File: src/rtl/pipe_ctrl_pkg.sv
// rtl/pipe_ctrl_pkg.sv - shared types and constants for the pipeline controller
//
// Purpose: FSM state encoding, register-index width and default memory wait
// budget used by pipeline_ctrl and hazard_detect.
// Ports: none (package).

package pipe_ctrl_pkg;

  typedef enum logic [0:0] {
    RUN      = 1'b0,
    MEM_WAIT = 1'b1
  } state_e;

  localparam int RegIdxW    = 5;
  localparam int DefMaxWait = 16;

endpackage

File: src/rtl/hazard_detect.sv
// rtl/hazard_detect.sv - combinational load-use hazard comparator
//
// Purpose: flags when the instruction in ID reads the destination of a load
// currently held in ID/EX. Register x0 never creates a dependency.
// Ports:
//   id_rs1n, id_rs2n  in  source register indices of the ID instruction
//   idex_rdn          in  destination index held in ID/EX
//   idex_mem_read     in  ID/EX instruction is a load
//   load_use          out hazard detected

module hazard_detect
  import pipe_ctrl_pkg::*;
(
  input  logic [RegIdxW-1:0] id_rs1n,
  input  logic [RegIdxW-1:0] id_rs2n,
  input  logic [RegIdxW-1:0] idex_rdn,
  input  logic               idex_mem_read,
  output logic               load_use
);

  assign load_use = idex_mem_read && (idex_rdn != '0) &&
                    ((idex_rdn == id_rs1n) || (idex_rdn == id_rs2n));

endmodule

File: src/rtl/pipeline_ctrl.sv
// rtl/pipeline_ctrl.sv - hazard and sequencing controller for the 5-stage pipeline
//
// Purpose: per-stage enables/flushes, load-use stall, branch squash, data
// memory request/ready handshake with wait timeout, saturating stall counter.
// Ports:
//   clk, rstn                         clock, asynchronous active-low reset
//   id_rs1n, id_rs2n, idex_rdn        register indices for load-use detection
//   idex_mem_read                     ID/EX holds a load
//   exmem_branch_taken                EX/MEM resolved a taken branch/jump
//   exmem_mem_op                      EX/MEM holds a load or store
//   dmem_ready                        data memory completes this cycle
//   pc_en .. memwb_en                 stage load enables
//   ifid_flush .. exmem_flush         stage clears at next edge
//   memwb_bubble                      MEM/WB loads a bubble
//   dmem_req                          data memory request valid
//   mem_err                           one-cycle pulse after a timeout cycle
//   stall_count                       saturating count of pc_en=0 cycles

module pipeline_ctrl
  import pipe_ctrl_pkg::*;
#(
  parameter int MaxWait  = DefMaxWait,
  parameter int CntWidth = 32
) (
  input  logic                clk,
  input  logic                rstn,
  input  logic [RegIdxW-1:0]  id_rs1n,
  input  logic [RegIdxW-1:0]  id_rs2n,
  input  logic [RegIdxW-1:0]  idex_rdn,
  input  logic                idex_mem_read,
  input  logic                exmem_branch_taken,
  input  logic                exmem_mem_op,
  input  logic                dmem_ready,
  output logic                pc_en,
  output logic                ifid_en,
  output logic                idex_en,
  output logic                exmem_en,
  output logic                memwb_en,
  output logic                ifid_flush,
  output logic                idex_flush,
  output logic                exmem_flush,
  output logic                memwb_bubble,
  output logic                dmem_req,
  output logic                mem_err,
  output logic [CntWidth-1:0] stall_count
);

  localparam logic [7:0] WaitLast = 8'(MaxWait - 1);

  state_e                state_q, state_d;
  logic [7:0]            wait_cnt_q, wait_cnt_d;
  logic                  mem_err_q;
  logic [CntWidth-1:0]   stall_count_q;

  logic load_use;
  logic req_raw;
  logic timeout;
  logic mem_stall;

  hazard_detect u_hazard_detect (
    .id_rs1n       (id_rs1n),
    .id_rs2n       (id_rs2n),
    .idex_rdn      (idex_rdn),
    .idex_mem_read (idex_mem_read),
    .load_use      (load_use)
  );

  // A timed-out access is treated as complete, so it must not stall.
  always_comb begin
    req_raw   = (state_q == MEM_WAIT) ? 1'b1 : exmem_mem_op;
    timeout   = (state_q == MEM_WAIT) && (wait_cnt_q == WaitLast) && !dmem_ready;
    mem_stall = req_raw && !dmem_ready && !timeout;
  end

  always_comb begin
    state_d    = state_q;
    wait_cnt_d = wait_cnt_q;
    case (state_q)
      RUN: begin
        // Zero-wait accesses complete in RUN without a state change.
        if (exmem_mem_op && !dmem_ready) begin
          state_d    = MEM_WAIT;
          wait_cnt_d = '0;
        end
      end
      MEM_WAIT: begin
        if (dmem_ready || timeout) begin
          state_d = RUN;
        end else begin
          wait_cnt_d = wait_cnt_q + 8'd1;
        end
      end
    endcase
  end

  // Priority mux: memory stall freezes everything (deferring any branch or
  // load-use), then branch squash, then load-use bubble.
  always_comb begin
    pc_en        = 1'b1;
    ifid_en      = 1'b1;
    idex_en      = 1'b1;
    exmem_en     = 1'b1;
    memwb_en     = 1'b1;
    ifid_flush   = 1'b0;
    idex_flush   = 1'b0;
    exmem_flush  = 1'b0;
    memwb_bubble = 1'b0;
    dmem_req     = req_raw;
    if (mem_stall) begin
      pc_en        = 1'b0;
      ifid_en      = 1'b0;
      idex_en      = 1'b0;
      exmem_en     = 1'b0;
      memwb_bubble = 1'b1;
    end else if (exmem_branch_taken) begin
      ifid_flush  = 1'b1;
      idex_flush  = 1'b1;
      exmem_flush = 1'b1;
    end else if (load_use) begin
      pc_en      = 1'b0;
      ifid_en    = 1'b0;
      idex_flush = 1'b1;
    end
    if (!rstn) begin
      pc_en        = 1'b0;
      ifid_en      = 1'b0;
      idex_en      = 1'b0;
      exmem_en     = 1'b0;
      memwb_en     = 1'b0;
      ifid_flush   = 1'b0;
      idex_flush   = 1'b0;
      exmem_flush  = 1'b0;
      memwb_bubble = 1'b0;
      dmem_req     = 1'b0;
    end
  end

  always_ff @(posedge clk or negedge rstn) begin
    if (!rstn) begin
      state_q       <= RUN;
      wait_cnt_q    <= '0;
      mem_err_q     <= 1'b0;
      stall_count_q <= '0;
    end else begin
      state_q    <= state_d;
      wait_cnt_q <= wait_cnt_d;
      mem_err_q  <= timeout;
      if (!pc_en && (stall_count_q != '1)) begin
        stall_count_q <= stall_count_q + CntWidth'(1);
      end
    end
  end

  assign mem_err     = mem_err_q;
  assign stall_count = stall_count_q;

endmodule

File: config.mk
export PLATFORM = sky130hd
export DESIGN_NAME = pipeline_ctrl
export DESIGN_NICKNAME = d
export VERILOG_FILES = /design/src/rtl/pipe_ctrl_pkg.sv /design/src/rtl/hazard_detect.sv /design/src/rtl/pipeline_ctrl.sv
export SDC_FILE = /design/constraint.sdc
export NUM_CORES = 1
export LEC_CHECK = 0
export BUFFER_PORTS_ARGS = -buffer_cell sky130_fd_sc_hd__buf_2
export CAP_MARGIN = 20
export CORE_ASPECT_RATIO = 2
export CORE_MARGIN = 3
export CORE_UTILIZATION = 42
export CTS_BUF_LIST = sky130_fd_sc_hd__clkbuf_8
export DETAILED_ROUTE_END_ITERATION = 16
export GPL_TIMING_DRIVEN = 0
export PLACE_DENSITY = 0.67
export SYNTH_ARGS = -nofsm -noshare
export SYNTH_HDL_FRONTEND = slang
export SYNTH_HIERARCHICAL = 1
export SYNTH_SLANG_ARGS = --single-unit
File: constraint.sdc
create_clock -name clk -period 3 [get_ports clk]
set_input_delay 0.6 -clock clk [delete_from_list [all_inputs] [get_ports clk]]
set_output_delay 0.6 -clock clk [all_outputs]
set_load 0.01 [all_outputs]
==> results.ini, run 1 <==
[routing]
route.detailed.drc = 0
viasPerCell = 5.282
drt_iter0_drc = 66
drtAntennaViolNets = 0
wirelength_mm = 5.012
drt_first_pass_iters = 4
vias = 1780
routedWlPerCell_um = 14.87

[pwr]
power_switching_mw = 0.4126
p_int_mw = 0.9342
switching_share_pct = 30.63
p_comb_share_pct = 20.0
ir_drop_v = 0.0007033
pwr-share-seq_pct = 52.6
powerDensity_nw_per_um2 = 504.2
clockPowerShare_pct = 27.4
p_leak_nw = 1.247

[finish]
nets = 302
design_area_sq_um = 2671
drive_above_1_share_pct = 31.07
post-route-util_pct = 53.91
n_antenna_cell = 0
fin_cells = 337
nFillCells = 501
synthToLayoutAreaGrowth_pct = 21.79
final_common_cell = buf_2
mostFrequentLayoutCells = buf_2 (63), dfrtp_1 (42), xnor2_1 (33)

[placement]
dpl.hpwl_mm = 3.874
place_inst = 329
place_congestion = 0.8336
io_buffers = 63
placedInstanceArea_sq_um = 2580

[clock_tree]
clock_sinks = 42
postCtsSetupBuffers = 0
post_cts_resized = 0
cts_tree = done
clock_latency_ns = 0.29
htreeDepth = 2
cts_buffers = 5
cts-root-buf = clkbuf_8
cts_max_path_buffers = 2
cts_hold_buf = 0
clk_pin_slew_ns = 0.08

[logic_synthesis]
synth_area_sq_um = 2193
ys_ff_latch = 42
avgSynthCellArea_sq_um = 10.49
synthCells = 209
yosysSeqAreaShare_pct = 47.92
synth_cell_types = 38
async_flop_share_pct = 100.0
synth_edf_count = 0
synth.top_cells.by_area = dfrtp_1 (48%), xnor2_1 (13%), xor2_1 (5.2%)
synth_nets = 232
synth_top_area_share_pct = 47.92
yosysWarningCount = 6
ys.flop_type = dfrtp_1
yosysTopAreaCell = dfrtp_1

[setup_path]
worst-path-max-fanout = 6
crit_path_top_delay_cell = or4_1
crit_type = input pin to primary output
arrival_ns = 2.14
critPathLaunchType = input pin
required_ns = 2.40
critical_path.endpoint_type = primary output
crit_chain = buf_2 -> or4_1 -> o21ai_1 -> a21oi_1 -> inv_1 -> o21ai_1 -> nor2_4 -> buf_4 -> buf_2
max_stage_delay_ns = 0.51

[timing]
slew_violations = 0
skew_ns = 0.007945
rsz0062_at_grt = false
fmaxAchievable_ghz = 0.3655
hold_violations = 0
final.setup.tns_ns = 0
worst_pin_slew_ns = 0.9949
slew-limit-headroom_pct = 33.68
setup_viol = 0
fin_crit_sh_pct = 91.20
fin_crit_ns = 2.736

[floorplanning]
io_pins = 64
initial_utilization_pct = 44.27
die_h_um = 108.2
dieArea_sq_um = 6178
core_sq_um = 4955
placementRows = 36
die_w_um = 57.10

[outcome]
status = finished clean

[global_route]
antenna_found_initial = 0
overflow = 0
grt_start_max_net_pins = 48
grt_pass1_wl_mm = 8.700
grt.total_usage_pct = 17.79
first_global_vias = 1871

[worst_hold_path]
hp-class = input pin to asynchronous set/reset pin

[run]
drv_cap = 0

==> per-stage QoR <==
| step | setup WS [ns] | hold WS, ns | total power, mW |
|---|---|---|---|
| global placement | 0.2042 | 0.4727 | 0.9802 |
| global route | 0.01877 | 0.5109 | 1.431 |
| finish | 0.2639 | 0.4670 | 1.347 |
| detailed placement | 0.1826 | 0.4818 | 0.9912 |
| floorplan | 0.6125 | 0.3044 | 0.8633 |
| CTS | 0.1706 | 0.4973 | 1.360 |
==> worst paths after layout <==
| check | start | endpoint | slack [ns] | depth (start not counted) |
|---|---|---|---|---|
| min in group clk | stall_count[23]$_DFFE_PN0P_ | stall_count[23]$_DFFE_PN0P_ | 0.49 | 1 |
| worst max-delay path | idex_rdn[1] | pc_en | 0.26 | 9 |
| worst max register to register | wait_cnt_q[0]$_DFFE_PN0P_ | stall_count[11]$_DFFE_PN0P_ | 0.71 | 10 |
| worst min-delay path | rstn | state_q$_DFF_PN0_ | 0.47 | 1 |
| max in group asynchronous | rstn | stall_count[29]$_DFFE_PN0P_ | 1.91 | 1 |
| worst min register to register | stall_count[23]$_DFFE_PN0P_ | stall_count[23]$_DFFE_PN0P_ | 0.49 | 1 |
==> cell families after synthesis <==
logic type | Yosys count | share of synthesized area (%)
buf+inv | 9 | 2.681
flops | 42 | 47.92
fa+ha+maj | 2 | 1.141
xor+xnor | 46 | 18.37
simple gates | 97 | 24.53
mux | 1 | 0.5134
compound gates | 12 | 4.849
==> layer usage <==
layer	GRT usage, %	wire length [um]	vias to the layer above
li1	-	-	861
met1	20.18	1898	864
met2	31.42	2797	48
met3	3.704	222	7
met4	7.794	93	0
met5	0	0	-
==> area by class of cell <==
type,count,area [sq um],share of cell area [%]
Buffer,6,45.04,1.686
Clock buffer,6,82.58,3.091
Clock inverter,2,8.758,0.3279
Inverter,3,13.76,0.5152
Multi-Input combinational cell,158,1084,40.56
Sequential cell,42,1051,39.34
Tap cell,57,71.32,2.670
Timing Repair Buffer,63,315.3,11.80
==> power groups by stage <==
stage | clock network [mW] | logic, mW | registers, mW
6_report | 0.370 | 0.269 | 0.708
5_1_grt | 0.407 | 0.305 | 0.720
4_1_cts | 0.380 | 0.275 | 0.706
3_5_place_dp | 0 | 0.276 | 0.715
3_3_place_gp | 0 | 0.266 | 0.714
2_1_floorplan | 0 | 0.137 | 0.726
==> critical path, delay by kind of cell <==
kind / cells / cell delay (ns)
compound gates: 3 / 0.29
buf+inv: 4 / 0.44
simple gates: 2 / 0.79
==> registers in the layout, summed over array words and instances (netlist names) <==
name and count:
wait_cnt_q 8, mem_err 1, stall_count 32, state_q 1
==> cells in the mapped netlist (all sizes together) (3+ instances only) <==
| master | n |
|---|---|
| inv | 3 |
| o21ai | 5 |
| dfrtp | 42 |
| nand2 | 17 |
| nor3 | 6 |
| nor2 | 17 |
| a21oi | 3 |
| xor2 | 13 |
| and3 | 7 |
| nand3 | 15 |
| xnor2 | 33 |
| nand4 | 18 |
| and2 | 5 |
| buf | 6 |
Power figures use the tool's default switching activity.
==> run 2, diff against run 1 <==
--- a/config.mk
+++ b/config.mk
@@ -5,15 +5,13 @@
 export SDC_FILE = /design/constraint.sdc
 export NUM_CORES = 1
 export LEC_CHECK = 0
-export BUFFER_PORTS_ARGS = -buffer_cell sky130_fd_sc_hd__buf_2
-export CAP_MARGIN = 20
 export CORE_ASPECT_RATIO = 2
 export CORE_MARGIN = 3
 export CORE_UTILIZATION = 42
 export CTS_BUF_LIST = sky130_fd_sc_hd__clkbuf_8
 export DETAILED_ROUTE_END_ITERATION = 16
+export DONT_BUFFER_PORTS = 1
 export GPL_TIMING_DRIVEN = 0
-export PLACE_DENSITY = 0.67
 export SYNTH_ARGS = -nofsm -noshare
 export SYNTH_HDL_FRONTEND = slang
 export SYNTH_HIERARCHICAL = 1
==> run 2 against run 1 <==
Die area unchanged. Register-to-register slack about the same. Global-route usage is 1.5 points lower. Core utilization fell by 5.9 points. Highest routed layer unchanged. Sequential cell count unchanged. Design area down 11%. Cell count shrank 18%. Combinational power decreased by 36%. Largest power group unchanged. Clock skew increased by 0.0030 ns. Sequential power rose by 4.2%.
==> results.ini, run 2 (same netlist as run 1, synthesis figures left out) <==
[routing]
wirelength_mm = 4.685  ; -6.5%
vias = 1555  ; -13%
viasPerCell = 5.655  ; +7.1%
drt_iter0_drc = 35  ; -47%
drt_first_pass_iters = 4  ; unchanged
routedWlPerCell_um = 17.04  ; +15%
route.detailed.drc = 0  ; unchanged
drtAntennaViolNets = 0  ; unchanged

[outcome]
status = finished clean

[global_route]
overflow = 0  ; unchanged
grt_start_max_net_pins = 43  ; -10%
grt.total_usage_pct = 16.32  ; -1.5 points
first_global_vias = 1643  ; -12%
antenna_found_initial = 0  ; unchanged
grt_pass1_wl_mm = 7.866  ; -9.6%

[timing]
rsz0062_at_grt = false
hold_violations = 0  ; unchanged
fin_crit_sh_pct = 92.98  ; +1.8 points
worst_pin_slew_ns = 0.6899  ; -0.3049 ns
final.setup.tns_ns = 0  ; unchanged
slew_violations = 0  ; unchanged
slew-limit-headroom_pct = 53.91  ; +20 points
fmaxAchievable_ghz = 0.3585  ; -1.9%
setup_viol = 0  ; unchanged
fin_crit_ns = 2.789  ; +0.05333 ns
skew_ns = 0.01098  ; +0.003040 ns

[worst_hold_path]
hp-class = input pin to asynchronous set/reset pin

[floorplanning]
placementRows = 36  ; unchanged
die_h_um = 108.2  ; unchanged
die_w_um = 57.10  ; unchanged
initial_utilization_pct = 44.27  ; unchanged
io_pins = 64  ; unchanged
core_sq_um = 4955  ; unchanged
dieArea_sq_um = 6178  ; unchanged

[placement]
dpl.hpwl_mm = 3.478  ; -10%
place_congestion = 0.7296  ; -12%
io_buffers = 0  ; -100%
placedInstanceArea_sq_um = 2265  ; -12%

[setup_path]
crit_path_top_delay_cell = dfrtp_1
critPathLaunchType = register
arrival_ns = 2.19  ; +0.05 ns
critical_path.endpoint_type = primary output
max_stage_delay_ns = 0.40  ; -0.11 ns
crit_chain = ha_1 -> and3_1 -> a31oi_4 -> o21ai_2 -> inv_4 -> nor2b_1 -> and2_1 -> buf_4
crit_buf_inv = 2  ; -2
crit_type = register to primary output
worst-path-max-fanout = 7  ; +1
required_ns = 2.40  ; about the same
cp_top_family = simple AND/OR/NAND/NOR gates

[clock_tree]
clock_latency_ns = 0.30  ; about the same
cts-root-buf = clkbuf_8
cts_max_path_buffers = 2  ; unchanged
cts_tree = done
cts_buffers = 5  ; unchanged
htreeDepth = 2  ; unchanged
post_cts_resized = 0  ; unchanged
clk_pin_slew_ns = 0.08  ; about the same
clock_sinks = 42  ; unchanged

[finish]
design_area_sq_um = 2380  ; -11%
nets = 240  ; -21%
nFillCells = 480  ; -4.2%
largest_reg_flops = 32  ; unchanged
mostFrequentLayoutCells = dfrtp_1 (42), xnor2_1 (33), nand4_1 (18)
n_antenna_cell = 0  ; unchanged
synthToLayoutAreaGrowth_pct = 8.500
drive_above_1_share_pct = 11.93  ; -19 points
final_common_cell = dfrtp_1

[pwr]
switching_share_pct = 30.75  ; +0.12 points
p_int_mw = 0.8940  ; -4.3%
ir_drop_v = 0.0003880  ; -45%
powerDensity_nw_per_um2 = 542.5  ; +7.6%
power_switching_mw = 0.3970  ; -3.8%
p_comb_share_pct = 13.3  ; -6.7 points
clockPowerShare_pct = 29.5  ; +2.1 points
p_leak_nw = 0.9587  ; -23%
pwr-share-seq_pct = 57.2  ; +4.6 points

[run]
drv_cap = 0  ; unchanged

-- run 2: cell count changes in the layout (fill, tap and decap cells not counted) --
| cell | delta |
|---|---|
| buf_12 | +1 |
| buf_2 | -63 |
| clkinvlp_4 | +1 |
| inv_1 | -1 |
-- run 2: final cells by class --
class                      count  area [sq um]  area share (%)
buffer                         6         45.04           1.893
clock buffer                   6         82.58           3.470
clock inverter                 2         12.51          0.5258
inverter                       3         13.76          0.5783
multi-input combinational    158          1084           45.53
sequential                    42          1051           44.16
tap                           57         71.32           2.997
timing repair buffer           1         20.02          0.8412
-- run 2: per-layer routing --
| metal | routed length (um) | track usage (%) | up-vias | part of all wire [%] |
|---|---|---|---|---|
| met1 | 1675 | 18.07 | 765 | 36 |
| met3 | 315 | 5.376 | 9 | 6.7 |
| met2 | 2605 | 28.48 | 44 | 56 |
| met4 | 89 | 6.136 | 0 | 1.9 |
| met5 | 0 | 0 | - | 0 |
| li1 | - | - | 737 | - |
-- run 2: stage by stage --
stage                     setup WS, ns  hold slack [ns]  instances  utilization, %  power [mW]
final                           0.2106           0.1347        275           48.03       1.291
after global routing           0.05109           0.1500        275           48.03       1.359
after CTS                       0.1936           0.1457        275           48.03       1.311
after detailed placement        0.4469           0.3055        266           45.71      0.9116
after global placement          0.4605           0.3054        266           45.71      0.9039
after floorplan                 0.6125           0.3044        209               -      0.8633
-- run 2: power by group through the flow --
| stage | Combinational [mW] | Sequential (mW) | Clock (mW) |
|---|---|---|---|
| 5_1_grt | 0.197 | 0.750 | 0.412 |
| 4_1_cts | 0.176 | 0.739 | 0.396 |
| 6_report | 0.172 | 0.738 | 0.381 |
| 3_3_place_gp | 0.156 | 0.748 | 0 |
| 3_5_place_dp | 0.160 | 0.751 | 0 |
| 2_1_floorplan | 0.137 | 0.726 | 0 |
-- run 2: worst paths after layout --
kind / from / cells past startpoint / slack (ns) / end
max in group asynchronous: rstn / 1 / 2.63 / stall_count[1]$_DFFE_PN0P_
min: rstn / 1 / 0.13 / stall_count[20]$_DFFE_PN0P_
max reg2reg: wait_cnt_q[0]$_DFFE_PN0P_ / 10 / 0.72 / stall_count[27]$_DFFE_PN0P_
min reg2reg: wait_cnt_q[0]$_DFFE_PN0P_ / 1 / 0.55 / wait_cnt_q[0]$_DFFE_PN0P_
max: wait_cnt_q[0]$_DFFE_PN0P_ / 8 / 0.21 / ifid_flush
min in group clk: dmem_ready / 1 / 0.37 / mem_err$_DFF_PN0_
-- run 2: timing repair --
item	in CTS	in global routing
endpoints found under the setup margin	0	0
buffers inserted	0	0
hold endpoints to repair	42	0
hold buffers	1	0
==> run 3, diff against run 2 <==
==> constraint.sdc (replaced) <==
create_clock -name clk -period 3.2 [get_ports clk]
set_input_delay 0.64 -clock clk [delete_from_list [all_inputs] [get_ports clk]]
set_output_delay 0.64 -clock clk [all_outputs]
set_load 0.01 [all_outputs]
==> run 3 against run 2 <==
Die area is the same. Hold slack worse by 0.10 ns. Largest power group unchanged. Highest routed layer unchanged. Design area down 0.84%.
==> results.ini, run 3 (same netlist as run 1, synthesis figures left out) <==
[setup_path]
crit_path_top_delay_cell = dfrtp_1
crit_type = register to primary output
r2r-end = stall_count[27]$_DFFE_PN0P_
r2r_cells = 10  ; unchanged
rr_startpoint = wait_cnt_q[0]$_DFFE_PN0P_
required_ns = 2.56  ; +0.16 ns
worst-path-max-fanout = 7  ; unchanged
critical_path.endpoint_type = primary output
arrival_ns = 2.19  ; about the same
max_stage_delay_ns = 0.40  ; about the same
critPathLaunchType = register
rrSetupSlack_ns = 0.92  ; +0.20 ns
crit_chain = ha_1 -> and3_1 -> a31oi_4 -> o21ai_2 -> inv_4 -> nor2b_1 -> and2_1 -> buf_4

[clock_tree]
cts_hold_buf = 0  ; -1
cts-root-buf = clkbuf_8
clock_sinks = 42  ; unchanged
postCtsSetupBuffers = 0  ; unchanged
cts_max_path_buffers = 2  ; unchanged
post_cts_resized = 0  ; unchanged
clock_latency_ns = 0.30  ; about the same
cts_tree = done
clk_pin_slew_ns = 0.08  ; about the same
cts_buffers = 5  ; unchanged
htreeDepth = 2  ; unchanged

[floorplanning]
initial_utilization_pct = 44.27  ; unchanged
die_h_um = 108.2  ; unchanged
placementRows = 36  ; unchanged
core_sq_um = 4955  ; unchanged
die_w_um = 57.10  ; unchanged
io_pins = 64  ; unchanged
dieArea_sq_um = 6178  ; unchanged

[worst_hold_path]
hp-class = input pin to asynchronous set/reset pin

[outcome]
status = finished clean

[placement]
io_buffers = 0  ; unchanged
pre_cts_ws_ns = 0.5812  ; +0.1343 ns
place_congestion = 0.7296  ; unchanged
dpl.hpwl_mm = 3.478  ; unchanged
placedInstanceArea_sq_um = 2265  ; unchanged
place_inst = 266  ; unchanged

[timing]
fin_crit_ns = 2.831
skew_ns = 0.01087  ; -0.0001122 ns
slew_violations = 0  ; unchanged
hold_ws_ns = 0.03155  ; -0.1031 ns
hold_violations = 0  ; unchanged
fmaxAchievable_ghz = 0.3533
setup_ws_ns = 0.3694  ; +0.1589 ns
slew-limit-headroom_pct = 55.86  ; +2.0 points
setup_viol = 0  ; unchanged
worst_pin_slew_ns = 0.6606  ; -0.02931 ns
fin_crit_sh_pct = 88.46
final.setup.tns_ns = 0  ; unchanged
rsz0062_at_grt = false

[global_route]
grt.total_usage_pct = 16.00  ; -0.32 points
first_global_vias = 1633  ; -0.61%
grt_pass1_wl_mm = 7.741  ; -1.6%
overflow = 0  ; unchanged
antenna_found_initial = 0  ; unchanged
grt_start_max_net_pins = 48  ; +12%

[pwr]
ir_drop_v = 0.0003630  ; -6.5%
powerDensity_nw_per_um2 = 507.2  ; -6.5%
power_mw = 1.197  ; -7.3%
p_leak_nw = 0.9493  ; -0.98%

[routing]
drtAntennaViolNets = 0  ; unchanged
vias = 1548  ; -0.45%
drt_first_pass_iters = 4  ; unchanged
routedWlPerCell_um = 16.74  ; -1.7%
wirelength_mm = 4.588  ; -2.1%
viasPerCell = 5.650  ; about the same
drt_iter0_drc = 32  ; -8.6%
route.detailed.drc = 0  ; unchanged

[finish]
n_antenna_cell = 0  ; unchanged
nets = 239  ; -0.42%
synthToLayoutAreaGrowth_pct = 7.587
largest_reg_flops = 32  ; unchanged
post-route-util_pct = 47.63  ; -0.40 points
design_area_sq_um = 2360  ; -0.84%
final_common_cell = dfrtp_1
fin_cells = 274  ; -0.36%
drive_above_1_share_pct = 11.52  ; -0.41 points
mostFrequentLayoutCells = dfrtp_1 (42), xnor2_1 (33), nand4_1 (18)

[run]
drv_cap = 0  ; unchanged

[run 3: how the worst max path moves through the flow]
| stage | start | end | slack, ns | cells past startpoint |
|---|---|---|---|---|
| 3_3_place_gp | idex_rdn[1] | pc_en | 0.60 | 7 |
| 2_1_floorplan | idex_rdn[1] | pc_en | 0.73 | 7 |
| 3_5_place_dp | idex_rdn[1] | pc_en | 0.58 | 7 |
| 4_1_cts | wait_cnt_q[0]$_DFFE_PN0P_ | ifid_flush | 0.35 | 8 |
| 6_report | wait_cnt_q[0]$_DFFE_PN0P_ | ifid_flush | 0.37 | 8 |
| 5_1_grt | wait_cnt_q[0]$_DFFE_PN0P_ | ifid_flush | 0.21 | 8 |
[run 3: power by group]
part	internal (mW)	switching (mW)	total, mW	leakage (nW)
Clock	0.173	0.183	0.356	0.0472
Combinational	0.0765	0.0718	0.148	0.344
Sequential	0.586	0.106	0.692	0.558
[run 3: cell type report]
| type | instances | area, sq um |
|---|---|---|
| plain buffers | 6 | 45.04 |
| clock buffers | 6 | 82.58 |
| fillers | 482 | 2595 |
| well taps | 57 | 71.32 |
| multi-input cells | 158 | 1084 |
| clock inverters | 2 | 12.51 |
| flip-flops and latches | 42 | 1051 |
| inverters | 3 | 13.76 |
[run 3: per-layer routing]
metal	vias to the layer above	part of all wire [%]	GRT usage, %
li1	735	-	-
met1	764	37	17.69
met2	40	55	27.82
met3	9	6.6	5.376
met4	0	1.9	6.136
met5	-	0	0
[run 3: critical path, delay by kind of cell (launching register included)]
family,cells,cell delay (ns)
buffers and inverters,2,0.23
adders and majority gates,1,0.22
and+or+nand+nor,3,0.81
DFF,1,0.40
AOI/OAI and AO/OA,2,0.24
